### src/rtl/if_pc_unit_if.sv
// Fetch-stage PC bus: redirect requests and stalls in, fetch address out.
// The pc unit connects through the slave modport and its driver through the master modport.
interface if_pc_unit_if #(
  parameter int PC_W = 30
);
  logic            hazard;
  logic            BranchBubble;
  logic            br_taken;
  logic [PC_W-1:0] br_target;
  logic            jump;
  logic [25:0]     j_index;
  logic [PC_W-1:0] id_pc_plus_4;
  logic            jr;
  logic [PC_W-1:0] jr_target;
  logic            exc;
  logic            eret;
  logic [PC_W-1:0] epc;
  logic [PC_W-1:0] pc;
  logic [PC_W-1:0] pc_plus_4;
  logic            redir_pend;

  modport slave (
    input  hazard, BranchBubble, br_taken, br_target, jump, j_index, id_pc_plus_4,
           jr, jr_target, exc, eret, epc,
    output pc, pc_plus_4, redir_pend
  );

  modport master (
    output hazard, BranchBubble, br_taken, br_target, jump, j_index, id_pc_plus_4,
           jr, jr_target, exc, eret, epc,
    input  pc, pc_plus_4, redir_pend
  );
endinterface

### src/rtl/if_pc_unit.sv
// Fetch-stage program counter: next-PC select with redirect priority, and stall handling
// that parks redirects arriving during a stall until the stall releases.
module if_pc_unit #(
  parameter int              PC_W     = 30,
  parameter logic [PC_W-1:0] RESET_PC = '0,
  parameter logic [PC_W-1:0] EXC_PC   = PC_W'(32'h0000_1000)
) (
  input logic         clk,
  input logic         rst_n,
  if_pc_unit_if.slave bus
);
  localparam logic [1:0] RUN     = 2'd0;
  localparam logic [1:0] HOLD    = 2'd1;
  localparam logic [1:0] HOLD_RD = 2'd2;

  logic [1:0]      state_q, state_d;
  logic [PC_W-1:0] pc_q, pc_d;
  logic [PC_W-1:0] pend_tgt_q, pend_tgt_d;
  logic [2:0]      pend_pri_q, pend_pri_d;

  logic            stall;
  logic [2:0]      win_pri;
  logic [PC_W-1:0] win_tgt;
  logic [PC_W-1:0] pc_inc;

  assign stall  = bus.hazard | bus.BranchBubble;
  assign pc_inc = pc_q + 1'b1;

  // Priority code doubles as "any redirect" (nonzero) and as the compare key for pending.
  always_comb begin
    win_pri = 3'd0;
    win_tgt = '0;
    if (bus.exc) begin
      win_pri = 3'd5; win_tgt = EXC_PC;
    end else if (bus.eret) begin
      win_pri = 3'd4; win_tgt = bus.epc;
    end else if (bus.jr) begin
      win_pri = 3'd3; win_tgt = bus.jr_target;
    end else if (bus.jump) begin
      win_pri = 3'd2; win_tgt = {bus.id_pc_plus_4[PC_W-1:PC_W-4], bus.j_index};
    end else if (bus.br_taken) begin
      win_pri = 3'd1; win_tgt = bus.br_target;
    end
  end

  always_comb begin
    state_d    = state_q;
    pc_d       = pc_q;
    pend_tgt_d = pend_tgt_q;
    pend_pri_d = pend_pri_q;
    case (state_q)
      HOLD_RD: begin
        if (stall) begin
          if (win_pri > pend_pri_q) begin
            pend_tgt_d = win_tgt;
            pend_pri_d = win_pri;
          end
        end else begin
          // Release never falls through to pc+1: the parked redirect is always honoured.
          pc_d       = (win_pri > pend_pri_q) ? win_tgt : pend_tgt_q;
          pend_tgt_d = '0;
          pend_pri_d = 3'd0;
          state_d    = RUN;
        end
      end
      default: begin
        if (!stall) begin
          pc_d    = (win_pri != 3'd0) ? win_tgt : pc_inc;
          state_d = RUN;
        end else if (win_pri != 3'd0) begin
          pend_tgt_d = win_tgt;
          pend_pri_d = win_pri;
          state_d    = HOLD_RD;
        end else begin
          state_d = HOLD;
        end
      end
    endcase
  end

  always_ff @(posedge clk or negedge rst_n) begin
    if (!rst_n) begin
      state_q    <= RUN;
      pc_q       <= RESET_PC;
      pend_tgt_q <= '0;
      pend_pri_q <= 3'd0;
    end else begin
      state_q    <= state_d;
      pc_q       <= pc_d;
      pend_tgt_q <= pend_tgt_d;
      pend_pri_q <= pend_pri_d;
    end
  end

  assign bus.pc         = pc_q;
  assign bus.pc_plus_4  = pc_inc;
  assign bus.redir_pend = (state_q == HOLD_RD);
endmodule
### src/flat_wrapper.sv
// flat-port wrapper written by rule: the top's interface ports become plain ports
module if_pc_unit_flat 
#(
  parameter int              PC_W     = 30,
  parameter logic [PC_W-1:0] RESET_PC = '0,
  parameter logic [PC_W-1:0] EXC_PC   = PC_W'(32'h0000_1000)
)
  (clk, rst_n, bus_hazard, bus_BranchBubble, bus_br_taken, bus_br_target, bus_jump, bus_j_index, bus_id_pc_plus_4, bus_jr, bus_jr_target, bus_exc, bus_eret, bus_epc, bus_pc, bus_pc_plus_4, bus_redir_pend);
  if_pc_unit_if #(.PC_W(PC_W)) bus_i ();
  input logic clk;
  input logic rst_n;
  input wire logic [$bits(bus_i.hazard)-1:0] bus_hazard;
  input wire logic [$bits(bus_i.BranchBubble)-1:0] bus_BranchBubble;
  input wire logic [$bits(bus_i.br_taken)-1:0] bus_br_taken;
  input wire logic [$bits(bus_i.br_target)-1:0] bus_br_target;
  input wire logic [$bits(bus_i.jump)-1:0] bus_jump;
  input wire logic [$bits(bus_i.j_index)-1:0] bus_j_index;
  input wire logic [$bits(bus_i.id_pc_plus_4)-1:0] bus_id_pc_plus_4;
  input wire logic [$bits(bus_i.jr)-1:0] bus_jr;
  input wire logic [$bits(bus_i.jr_target)-1:0] bus_jr_target;
  input wire logic [$bits(bus_i.exc)-1:0] bus_exc;
  input wire logic [$bits(bus_i.eret)-1:0] bus_eret;
  input wire logic [$bits(bus_i.epc)-1:0] bus_epc;
  output wire logic [$bits(bus_i.pc)-1:0] bus_pc;
  output wire logic [$bits(bus_i.pc_plus_4)-1:0] bus_pc_plus_4;
  output wire logic [$bits(bus_i.redir_pend)-1:0] bus_redir_pend;
  assign bus_i.hazard = bus_hazard;
  assign bus_i.BranchBubble = bus_BranchBubble;
  assign bus_i.br_taken = bus_br_taken;
  assign bus_i.br_target = bus_br_target;
  assign bus_i.jump = bus_jump;
  assign bus_i.j_index = bus_j_index;
  assign bus_i.id_pc_plus_4 = bus_id_pc_plus_4;
  assign bus_i.jr = bus_jr;
  assign bus_i.jr_target = bus_jr_target;
  assign bus_i.exc = bus_exc;
  assign bus_i.eret = bus_eret;
  assign bus_i.epc = bus_epc;
  assign bus_pc = bus_i.pc;
  assign bus_pc_plus_4 = bus_i.pc_plus_4;
  assign bus_redir_pend = bus_i.redir_pend;
  if_pc_unit #(.PC_W(PC_W), .RESET_PC(RESET_PC), .EXC_PC(EXC_PC)) u_core (.clk(clk), .rst_n(rst_n), .bus(bus_i));
endmodule
### config.mk
export PLATFORM = sky130hd
export DESIGN_NAME = if_pc_unit_flat
export DESIGN_NICKNAME = d
export VERILOG_FILES = /design/src/rtl/if_pc_unit_if.sv /design/src/rtl/if_pc_unit.sv /design/src/flat_wrapper.sv
export SDC_FILE = /design/constraint.sdc
export NUM_CORES = 1
export LEC_CHECK = 0
export CORE_MARGIN = 2
export CORE_UTILIZATION = 39
export DETAILED_ROUTE_END_ITERATION = 10
export PLACE_DENSITY = 0.79
export SETUP_SLACK_MARGIN = 0.2
export SYNTH_ARGS = -nofsm -noshare
export SYNTH_HDL_FRONTEND = slang
export SYNTH_SLANG_ARGS = --single-unit
### constraint.sdc
create_clock -name clk -period 2.2 [get_ports clk]
set_clock_uncertainty 0.05 [all_clocks]
set_input_delay 0.44 -clock clk [delete_from_list [all_inputs] [get_ports clk]]
set_output_delay 0.44 -clock clk [all_outputs]
set_load 0.03 [all_outputs]
==> results.cfg <==
[layout]
fillers = 442
final_cells = 1118
drive_gt1_share_pct = 51.3
utilization_pct = 90.2
final_area_sq_um = 10800
register_area_sq_um = 1650
multi_input_area_sq_um = 4330
antenna_cells = 0
nets = 1125
area_growth_pct = 126

[die]
start_util_pct = 39.9
placementRows = 40
dieArea_sq_um = 13100
die_x_microns = 115
coreArea_sq_um = 12000
die_y_microns = 115
ios = 216

[sta]
fmax_mhz = 358
final_hold_viol_count = 0
maxSlewViolCount = 0
finalCritPeriodShare_pct = 127
setup_viol = 65
setup_ws_ns = -0.597
min_period_ns = 2.80
maxSlewHeadroom_pct = 48.4
grt_setup_unrepaired = yes
setup-tns-final_ns = -12.25
worstMarginPinSlew_ns = 0.773

[power_and_ir_drop]
clkPwrFrac_pct = 12.1
seqPwrFrac_pct = 18.9
internal_power_mw = 6.25
power_density_nw_per_um2 = 1080
switching_power_mw = 5.43
power.leakage_nw = 4.62
switching_share_pct = 46.5
ir_drop_mv = 0.473
combPwrFrac_pct = 69.0

[synth]
async_flop_share_pct = 100
synth_cell_types = 70
synth_edf_count = 0
synthFlopType = dfrtp_1
synth_area_per_cell_sq_um = 8.27
synth_cells = 577
seq_area_frac_synth_pct = 34.1
syn_area_sq_um = 4770
ys_ff_latch = 65
synth_warnings = 0
syn_nets = 736

[critical_path]
critPathLaunchType = flip-flop
cpMostUsedCell = nand4_1
cp_data_required_time_ns = 1.71
critical_path_cell_count = 8
cpPeakStageDelay_ns = 0.43
timing.rr.start = u_core.bus.pc[1]
cp_top_family = simple AND/OR/NAND/NOR gates
arrival_ns = 2.31
crit_path_cell_trace = ha_4, buf_6, nand4_1, nor2_2, and3_4, nand4_1, xnor2_4, buf_12
worstPathMaxFanout = 4
cp-end-kind = output pin
reg2reg_depth = 11
path_buf_inv = 2
worstSetupStartpoint = u_core.bus.pc[1]
cpMaxStageDelayCell = dfrtp_2
crit_type = flip-flop to output pin

[clocking]
cts_buffers = 9
clock_path_buffers = 2
cts.sinks = 65
cts_max_level = 3
cts_root_buf = clkbuf_16
clk_pin_slew_ns = 0.06
cts_tree = yes
clk_latency_ns = 0.35

[global_routing]
grt_start_max_net_pins = 66
first_global_vias = 6946
grt_pass1_wl_microns = 36800
grtUsageTotal_pct = 36.0
antenna_found_initial = 1
grt_overflow = 0

[placed_design]
io_buffer_count = 189
dp_cells = 1012
dpl_cell_area_sq_um = 8530
place.detailed.hpwl_microns = 16000
routabilityCongestion = 0.943

[status]
violations = setup timing
status = finished, violations left

[routing]
vias_per_cell = 6.76
drt_wl_total_microns = 30400
wl_per_cell_microns = 27.2
drc = 0
drtAntennaViolNets = 0
via_count = 7563
first_pass_iters = 9
first_iter_violations = 1061

[min_path]
hold_path.class = input pin to asynchronous set/reset pin

[run]
maxCapViolCount = 0
[final timing paths]
check / slack, ns / to
worst max-delay path: -0.60 / bus_pc_plus_4[20]
worst min-delay path: 0.06 / u_core.bus.pc[16]
worst max register to register: -0.33 / u_core.bus.pc[29]
worst min register to register: 0.44 / u_core.pend_tgt_q[9]
max in group asynchronous: 1.71 / u_core.bus.pc[17]
min in group clk: 0.44 / u_core.pend_tgt_q[9]
[per-layer routing]
| metal | global-route usage [%] | part of all wire, % | up-vias | wire (microns) |
|---|---|---|---|---|
| li1 | - | - | 2988 | - |
| met1 | 43.3 | 33 | 3593 | 10000 |
| met2 | 61.6 | 47 | 750 | 14400 |
| met3 | 7.62 | 12 | 230 | 3580 |
| met4 | 16.4 | 7.8 | 2 | 2390 |
| met5 | 0 | 0.043 | - | 13 |
[per-stage QoR]
| step | setup WS, ns | power (mW) | hold WS, ns |
|---|---|---|---|
| 2_1_floorplan | -0.346 | 5.07 | 0.0944 |
| 3_3_place_gp | -0.683 | 7.53 | 0.414 |
| 3_5_place_dp | -0.737 | 7.67 | 0.424 |
| 4_1_cts | -0.496 | 9.72 | 0.0912 |
| 5_1_grt | -0.622 | 11.9 | 0.0974 |
| 6_report | -0.597 | 11.7 | 0.0631 |
[cells by family after synthesis]
family | count (synthesis) | synth area share [%]
simple gates | 201 | 21.3
buf+inv | 62 | 5.72
flops | 65 | 34.1
xor+xnor | 28 | 5.14
compound gates | 215 | 32.2
fa+ha+maj | 4 | 1.05
mux | 2 | 0.420
[synth_stat cells (all sizes together), types with 4 or more instances]
| cell type | n | area (sq um) |
|---|---|---|
| a21oi | 36 | 184 |
| a221o | 18 | 180 |
| a221oi | 13 | 114 |
| a32oi | 6 | 52.6 |
| and3 | 7 | 50.1 |
| and4 | 5 | 45.0 |
| buf | 23 | 126 |
| clkbuf | 28 | 105 |
| dfrtp | 65 | 1630 |
| ha | 4 | 50.1 |
| inv | 11 | 41.3 |
| nand2 | 72 | 270 |
| nand2b | 5 | 31.3 |
| nand3 | 15 | 87.6 |
| nand4 | 13 | 93.8 |
| nor2 | 40 | 153 |
| nor2b | 4 | 25.0 |
| nor3 | 21 | 126 |
| o211ai | 6 | 45.0 |
| o21a | 5 | 37.5 |
| o21ai | 55 | 275 |
| o221ai | 15 | 131 |
| o22ai | 12 | 75.1 |
| o31ai | 13 | 113 |
| o32ai | 4 | 35.0 |
| o41ai | 4 | 57.6 |
| or2 | 4 | 25.0 |
| or3 | 7 | 45.1 |
| xnor2 | 17 | 149 |
| xor2 | 11 | 96.3 |
[flip-flops by register name (all words and copies together), names as in the netlist]
register	count
u_core.state_q	2
u_core.bus.pc	30
u_core.pend_tgt_q	30
u_core.pend_pri_q	3
[worst reg2reg max path, cell delays in order (launching register included)]
cell	delay [ns]
dfrtp_2	0.43
nand2_2	0.11
or4_4	0.60
nor3_4	0.18
and3_4	0.27
buf_6	0.11
buf_6	0.08
buf_6	0.08
buf_4	0.09
buf_4	0.10
nand3_1	0.09
and3_1	0.23
[final cells by class]
class | instances | area share [%]
Clock buffer | 11 | 2.25
Clock inverter | 5 | 0.301
Inverter | 11 | 0.406
Multi-Input combinational cell | 450 | 40.1
Sequential cell | 65 | 15.3
Tap cell | 147 | 1.70
Timing Repair Buffer | 429 | 39.9
[power groups by stage]
stage                     clock, mW  combinational (mW)  sequential (mW)
after floorplan                   0                2.51             2.55
after global placement            0                5.52             2.01
after detailed placement          0                5.64             2.03
after CTS                      1.32                6.37             2.03
after global routing           1.44                8.24             2.21
final                          1.42                8.06             2.20
[layout by cell type, fill, tap and decap left out, types with 14 or more instances in the layout]
cell             Yosys  final
o21ai_2              0     27
a221o_1             18     18
nand2_1             72     56
nor2_1              39     25
dfrtp_1             65     46
buf_4                3    177
a21oi_1             35     23
buf_6                1     52
clkdlybuf4s50_1      0    124
dfrtp_2              0     19
buf_12               0     34
o221ai_1            15     14
dlygate4sd2_1        0     28
[what timing repair did]
item                                    4_1_cts  5_1_grt
endpoints found under the setup margin      119       94
gates resized for setup                     200      143
gates cloned                                  3        5
pin swaps                                    80       83
setup buffers                                52       30
hold buffers                                  0        0
No activity file was read; power rests on OpenSTA's default activity.
